==> src/rtl/pipe_reg.sv <==
// DEPTH-stage enabled pipeline register with per-stage valid bits and an occupancy count.
// Define PIPE_REG_ASSERT_EN to compile in the concurrent assertions.
module pipe_reg #(
    parameter int unsigned      WIDTH     = 8,
    parameter int unsigned      DEPTH     = 4,
    parameter logic [WIDTH-1:0] RESET_VAL = '0
) (
    input  logic                         clk,
    input  logic                         rst,
    input  logic [WIDTH-1:0]             din,
    input  logic                         din_valid,
    input  logic                         en,
    input  logic                         clr,
    output logic [WIDTH-1:0]             dout,
    output logic                         dout_valid,
    output logic [$clog2(DEPTH+1)-1:0]   occupancy
);

    localparam int unsigned OCC_W = $clog2(DEPTH + 1);

    logic [DEPTH-1:0][WIDTH-1:0] stage_q, stage_d;
    logic [DEPTH-1:0]            v_q, v_d;
    logic [OCC_W-1:0]            occ_q, occ_d;

    // Next-state: clear wins, then enabled shift, otherwise hold.
    always_comb begin
        stage_d = stage_q;
        v_d     = v_q;
        occ_d   = occ_q;
        if (clr) begin
            stage_d = {DEPTH{RESET_VAL}};
            v_d     = '0;
            occ_d   = '0;
        end else if (en) begin
            stage_d[0] = din_valid ? din : RESET_VAL;
            v_d[0]     = din_valid;
            for (int unsigned i = 1; i < DEPTH; i++) begin
                stage_d[i] = stage_q[i-1];
                v_d[i]     = v_q[i-1];
            end
            occ_d = occ_q + OCC_W'(din_valid) - OCC_W'(v_q[DEPTH-1]);
        end
    end

    always_ff @(posedge clk or posedge rst) begin
        if (rst) begin
            stage_q <= {DEPTH{RESET_VAL}};
            v_q     <= '0;
            occ_q   <= '0;
        end else begin
            stage_q <= stage_d;
            v_q     <= v_d;
            occ_q   <= occ_d;
        end
    end

    assign dout       = stage_q[DEPTH-1];
    assign dout_valid = v_q[DEPTH-1];
    assign occupancy  = occ_q;

`ifdef PIPE_REG_ASSERT_EN
    a_rst_out: assert property (@(posedge clk) rst |-> (dout == RESET_VAL && !dout_valid));
    a_hold:    assert property (@(posedge clk) disable iff (rst) (!en && !clr) |=> $stable(dout));
    a_occ_max: assert property (@(posedge clk) 32'(occ_q) <= DEPTH);
    a_occ_pop: assert property (@(posedge clk) int'($countones(v_q)) == int'(occ_q));
`else
`endif

endmodule

==> config.mk <==
export PLATFORM = sky130hd
export DESIGN_NAME = pipe_reg
export DESIGN_NICKNAME = d
export VERILOG_FILES = /design/src/rtl/pipe_reg.sv
export SDC_FILE = /design/constraint.sdc
export NUM_CORES = 1
export LEC_CHECK = 0
export ABC_AREA = 1
export CELL_PAD_IN_SITES_DETAIL_PLACEMENT = 1
export CELL_PAD_IN_SITES_GLOBAL_PLACEMENT = 1
export CORE_MARGIN = 3
export CORE_UTILIZATION = 23
export CTS_BUF_LIST = sky130_fd_sc_hd__clkbuf_8
export DETAILED_ROUTE_END_ITERATION = 8
export GPL_TIMING_DRIVEN = 0
export MAX_ROUTING_LAYER = met4
export PLACE_DENSITY_LB_ADDON = 0.1
export SYNTH_ARGS = -nofsm -noshare
export SYNTH_HDL_FRONTEND = slang
export SYNTH_SLANG_ARGS = --single-unit
export TNS_END_PERCENT = 20
==> constraint.sdc <==
create_clock -name clk -period 1.9 [get_ports clk]
set_input_delay 0.38 -clock clk [delete_from_list [all_inputs] [get_ports clk]]
set_output_delay 0.38 -clock clk [all_outputs]
set_load 0.03 [all_outputs]
==> results.md, run 1 <==
* # hold bufs at CTS at 0
* CP max stage cell: clkdlybuf4s50_1
* All-Layer GR Usage at 0.112
* Layout area overhead at 26.2%
* Max incr delay on CP at around 0.65 ns
* Final wirelength at 4.17 mm
* Netlist cell types at 17
* Worst slew margin at 0.436
* Gr ovfl total at 0
* Mapped Nets at between 150 and 200
* Worst reg2reg path depth at 8
* Detailed Place HPWL at about 2.8 mm
* Cell Count, Final, Fillers Out at between 200 and 300
* Hold WS at just under 0.5 ns
* Pre-CTS setup slack at a little over 0.03 ns
* Slew Viols, Final at 0
* Die width at approximately 90 um
* Net Sw Power at roughly 0.00042 W
* Tmin final at around 1.8 ns
* Yosys reg bits at 39
* Final Hold Viols at 0
* Core Area at between 6000 and 7000 sq um
* Synth Instances at between 150 and 200
* CTS Buffer Depth at 2
* Startpoint types: flop
* Internal power at roughly 0.0012 W
* Setup violations, final at 0
* Io pins at 25
* Placed Cells at ~280
* Worst skew pair latency at roughly 0.3 ns
* Req. time, crit path at about 1.5 ns
* Max frequency at approximately 550 MHz
* Initial antenna violation count at 0
* Logic pwr share at 0.103
* CTS tree: yes
* Clock Skew at 0.00888 ns
* H-tree depth at 2
* Worst vdd ir at roughly 240 uV
* CP Class: reg2out
* Vias in the first global route at 1349
* CTS sink cnt at 39
* DIE AREA at 8470 sq um
* Hold path cells at 2
* Seq/Total Area, Yosys at 0.574
* DRC at 0
* Switching fraction of total power at 0.265
* Vias at ~1200
* Setup_tns at 0 ns
* Site row count at 30
* Nets@finish at between 200 and 250
* Vias per cell at between 4 and 5
* Share of power burned in registers at 0.540
* Syn. warnings at 0
* Leak at 0.947 nW
* Most frequent cells in the layout: 39 x dfrtp_1, 34 x inv_1, 23 x clkdlybuf4s50_1
* Antenna-violating nets left at 0
* Largest net degree at the start of global routing at 40
* Hold Path Class: reg2reg
* Share of layout cells above drive strength 1 at 0.190
* Reg clk slew, reported paths at approximately 0.09 ns
* Antenna diode count at 0
* GPL Wtd Cong at about 0.69
* Max_cap viols at 0
* Critical path arrival at 1.43 ns
* PnR worst setup slack at roughly 0.093 ns
* Placed Area at just over 2000 sq um
* Unrepaired setup endpoints after global routing: false
* Clock Power Share at 0.357
* PortBufs at 24
* CP Max Fanout at 2
* Status: finished, final reports clean
* CTS Root Cell: clkbuf_8
* Worst slew pin tran at roughly 0.84 ns
* Initial DRC count at between 50 and 60
* DRT Pass-1 Iters at 4
* Power per cell area at roughly 740 nW/um^2
* Critical path, cell by cell: buf_4, clkdlybuf4s50_1
* WL per Instance at 14.3 um
* Mapped cell area at approximately 1700 sq um
* Commonest non-fill, non-tap cell in the layout: dfrtp_1
* Syn avg cell area at roughly 10 sq um
* Final instance area at 2150 sq um
* CP endpoint kind: primary output
* Initial core utilization at 0.244
* Number of CTS-inserted buffers at 5
* Crit share post-route at 0.951
* First-pass GRT wire length at a little over 7 mm
* Die Height at a little over 90 um
[power by group through the flow]
stage	clock, W	combinational, W	sequential (W)
floorplan	0	0.0000890	0.000879
CTS	0.000583	0.000169	0.000856
finish	0.000565	0.000163	0.000856
global placement	0	0.000164	0.000871
detailed placement	0	0.000168	0.000873
global route	0.000627	0.000184	0.000858
[final cells by class]
cell class,instances,area [sq um]
Timing Repair Buffer,24,243
Tap cell,96,120
Fill cell,805,4830
Clock buffer,5,68.8
Inverter,36,135
Clock inverter,3,15.0
Buffer,17,138
Sequential cell,39,976
Multi-Input combinational cell,71,453
[critical path, delay by kind of cell, from the launching register on]
family,cells,cell delay [ns]
flops,1,0.37
buf+inv,2,0.76
[repair_timing]
item                                    in CTS  in global routing
endpoints found under the setup margin       0                  1
resized for setup                            0                  1
buffers inserted                             0                  0
[routing by layer]
| layer | GRT usage | share of wire | vias to the layer above |
|---|---|---|---|
| li1 | - | - | 572 |
| met1 | 0.135 | 0.48 | 607 |
| met2 | 0.175 | 0.46 | 20 |
| met3 | 0.0369 | 0.044 | 6 |
| met4 | 0.0408 | 0.015 | 0 |
| met5 | - | 0 | - |
[flip-flops by register name (all words and copies together) (netlist names)]
signal,flops
v_q,4
occupancy,3
stage_q,24
dout,8
[path summary, 6_finish.rpt]
path / start / to / slack (ns)
worst min register to register: dout[7] / dout[7] / 0.50
min in group asynchronous: rst / stage_q[4] / 0.57
worst max-delay path: dout[3] / dout[3] / 0.09
worst min-delay path: dout[7] / dout[7] / 0.50
worst max register to register: v_q[3] / occupancy[2] / 0.17
max in group asynchronous: rst / v_q[2] / 0.78
[synthesized netlist by cell type, drive strengths merged]
library cell  number  area, sq um
inv               36          135
nand2             18         67.6
nand3             10         50.1
ha                 2         25.0
o21ai             19         95.1
dfrtp             39          976
nand3b             1         7.51
fa                 1         20.0
o22ai             19          181
nor2               1         6.26
buf               17          138
[per-stage QoR]
stage | util | power (W)
after floorplan | - | 0.000968
after global placement | 0.295 | 0.00104
after detailed placement | 0.295 | 0.00104
after CTS | 0.307 | 0.00161
after global routing | 0.308 | 0.00167
final | 0.308 | 0.00158
[kinds of logic after synthesis]
group / count (synthesis) / synth area share
buffers and inverters: 53 / 0.160
AOI/OAI and AO/OA: 38 / 0.162
adders and majority gates: 3 / 0.0265
DFF: 39 / 0.574
and+or+nand+nor: 30 / 0.0772
Power figures use the tool's default switching activity.
==> inputs of run 2 (changes only) <==
CORE_ASPECT_RATIO = 0.6   (was default)
clock period = 2.3 ns   (was 1.9 ns; I/O delays follow)
==> run 2 against run 1 <==
Against the previous run: non-clock buffer count is the same; clock skew shrank 0.0079 ns; largest cell class unchanged; critical path depth shrank 1; worst hold slack lost 0.0091 ns; critical path type unchanged; design area shrank 1.2%; first-iteration DRC count shrank 7.0%; total power shrank 21%; sequential share of layout area grew 0.54 points.
==> results.md, run 2 (synthesized netlist as in run 1, its figures left out) <==
* Crit share post-route at 0.825
* CP Class: reg2out
* Die width at 117 um (+27%)
* Largest net degree at the start of global routing at 40 (unchanged)
* Commonest non-fill, non-tap cell in the layout: dfrtp_1
* Initial antenna violation count at 0 (unchanged)
* Reg clk slew, reported paths at 0.07 ns (-0.02 ns)
* Layout area overhead at 24.8%
* Hold WS at 0.487 ns (-0.00906 ns)
* DIE AREA at 8500 sq um (+0.40%)
* Core Area at 6910 sq um (-1.1%)
* Initial core utilization at 0.246 (+0.00265)
* CTS Root Cell: clkbuf_8
* Max incr delay on CP at 0.71 ns (+0.06 ns)
* Status: finished, final reports clean
* Tmin final at 1.90 ns
* Worst vdd ir at 164 uV (-33%)
* CP max stage cell: clkdlybuf4s50_1
* CP endpoint kind: primary output
* Slew Viols, Final at 0 (unchanged)
* Detailed Place HPWL at 2.84 mm (+0.72%)
* Setup_tns at 0 ns (unchanged)
* Hold Path Class: reg2reg
* Startpoint types: flop
* WL per Instance at 14.3 um (-0.43%)
* Vias in the first global route at 1364 (+1.1%)
* Largest delay share family, worst path: buffers and inverters
* CP Max Fanout at 5 (+3)
* Leak at 0.923 nW (-2.6%)
* All-Layer GR Usage at 0.110 (-0.00236)
* Setup bufs post-CTS at 0 (unchanged)
* Power per cell area at 593 nW/um^2 (-20%)
* Design Power at 0.00126 W (-21%)
* PortBufs at 24 (unchanged)
* CTS sink cnt at 39 (unchanged)
* Vias per cell at 4.26 (+3.0%)
* Vias at 1194 (-0.91%)
* DRC at 0 (unchanged)
* Share of layout cells above drive strength 1 at 0.176 (-0.0136)
* Worst slew pin tran at 0.821 ns (-0.0235 ns)
* Setup violations, final at 0 (unchanged)
* CTS Buffer Depth at 2 (unchanged)
* Antenna diode count at 0 (unchanged)
* Worst slew margin at 0.452 (+0.0157)
* # fillers at 778 (-3.4%)
* Antenna-violating nets left at 0 (unchanged)
* Final Hold Viols at 0 (unchanged)
* Final core occ at 0.307 (about the same)
* Gr ovfl total at 0 (unchanged)
* Initial DRC count at 53 (-7.0%)
* # hold bufs at CTS at 0 (unchanged)
* Worst skew pair latency at 0.28 ns (-0.02 ns)
* Max reg flops at 24 (unchanged)
* Nets@finish at 210 (unchanged)
* CP bufs+invs at 1 (-1)
* Unrepaired setup endpoints after global routing: false
* Final wirelength at 4.00 mm (-4.2%)
* Site row count at 23 (-23%)
* DRT Pass-1 Iters at 4 (unchanged)
* Number of CTS-inserted buffers at 5 (unchanged)
* Critical path, cell by cell: clkdlybuf4s50_1
* Critical path arrival at 1.44 ns (about the same)
* Req. time, crit path at 1.84 ns (+0.32 ns)
* Post-CTS sizing at 0 (unchanged)
* Io pins at 25 (unchanged)
* Max frequency at 527 MHz
* CTS tree: yes
* Clock Skew at 0.00103 ns (-0.00786 ns)
* Max_cap viols at 0 (unchanged)
* GPL Wtd Cong at 0.750 (+8.9%)
* Most frequent cells in the layout: 39 x dfrtp_1, 35 x inv_1, 24 x clkdlybuf4s50_1
* Most flop-heavy register: stage_q
* H-tree depth at 2 (unchanged)
* Die Height at 72.6 um (-21%)
* First-pass GRT wire length at 6.80 mm (-3.7%)
[run 2: final timing paths]
path | startpoint | endpoint | slack (ns) | depth (start not counted)
max | occupancy[1] | occupancy[1] | 0.40 | 1
min | dout[2] | dout[2] | 0.49 | 2
max reg2reg | v_q[3] | occupancy[2] | 0.58 | 8
min reg2reg | dout[2] | dout[2] | 0.49 | 2
max in group asynchronous | rst | stage_q[9] | 1.11 | 2
min in group asynchronous | rst | stage_q[23] | 0.66 | 2
[run 2: power by group]
part / switching [W] / internal, W / leakage, nW
registers: 0.00000675 / 0.000701 / 0.539
logic: 0.0000809 / 0.0000540 / 0.342
clock network: 0.000219 / 0.000198 / 0.0413
total: 0.000307 / 0.000952 / 0.923
[run 2: per-layer routing]
layer | GRT usage | share of wire | up-vias
met5 | - | 0 | -
met3 | 0.0340 | 0.052 | 6
met2 | 0.162 | 0.45 | 24
met1 | 0.143 | 0.48 | 593
met4 | 0.0382 | 0.013 | 0
li1 | - | - | 571
[run 2: area by class of cell]
| cell class | instances | area, sq um | share of cell area |
|---|---|---|---|
| Clock buffer | 5 | 68.8 | 0.0324 |
| Buffer | 17 | 138 | 0.0648 |
| Clock inverter | 1 | 3.75 | 0.00177 |
| Timing Repair Buffer | 24 | 240 | 0.113 |
| Multi-Input combinational cell | 71 | 453 | 0.213 |
| Sequential cell | 39 | 976 | 0.460 |
| Inverter | 36 | 135 | 0.0636 |
| Tap cell | 87 | 109 | 0.0513 |
[run 2: per-stage QoR]
step / cell area [sq um] / std cells / setup slack [ns]
final: 2120 / 280 / 0.403
after detailed placement: 2050 / 274 / 0.362
after global placement: 2050 / 274 / 0.102
after CTS: 2120 / 280 / 0.387
after global routing: 2120 / 280 / 0.338
after floorplan: 1700 / 163 / 0.510
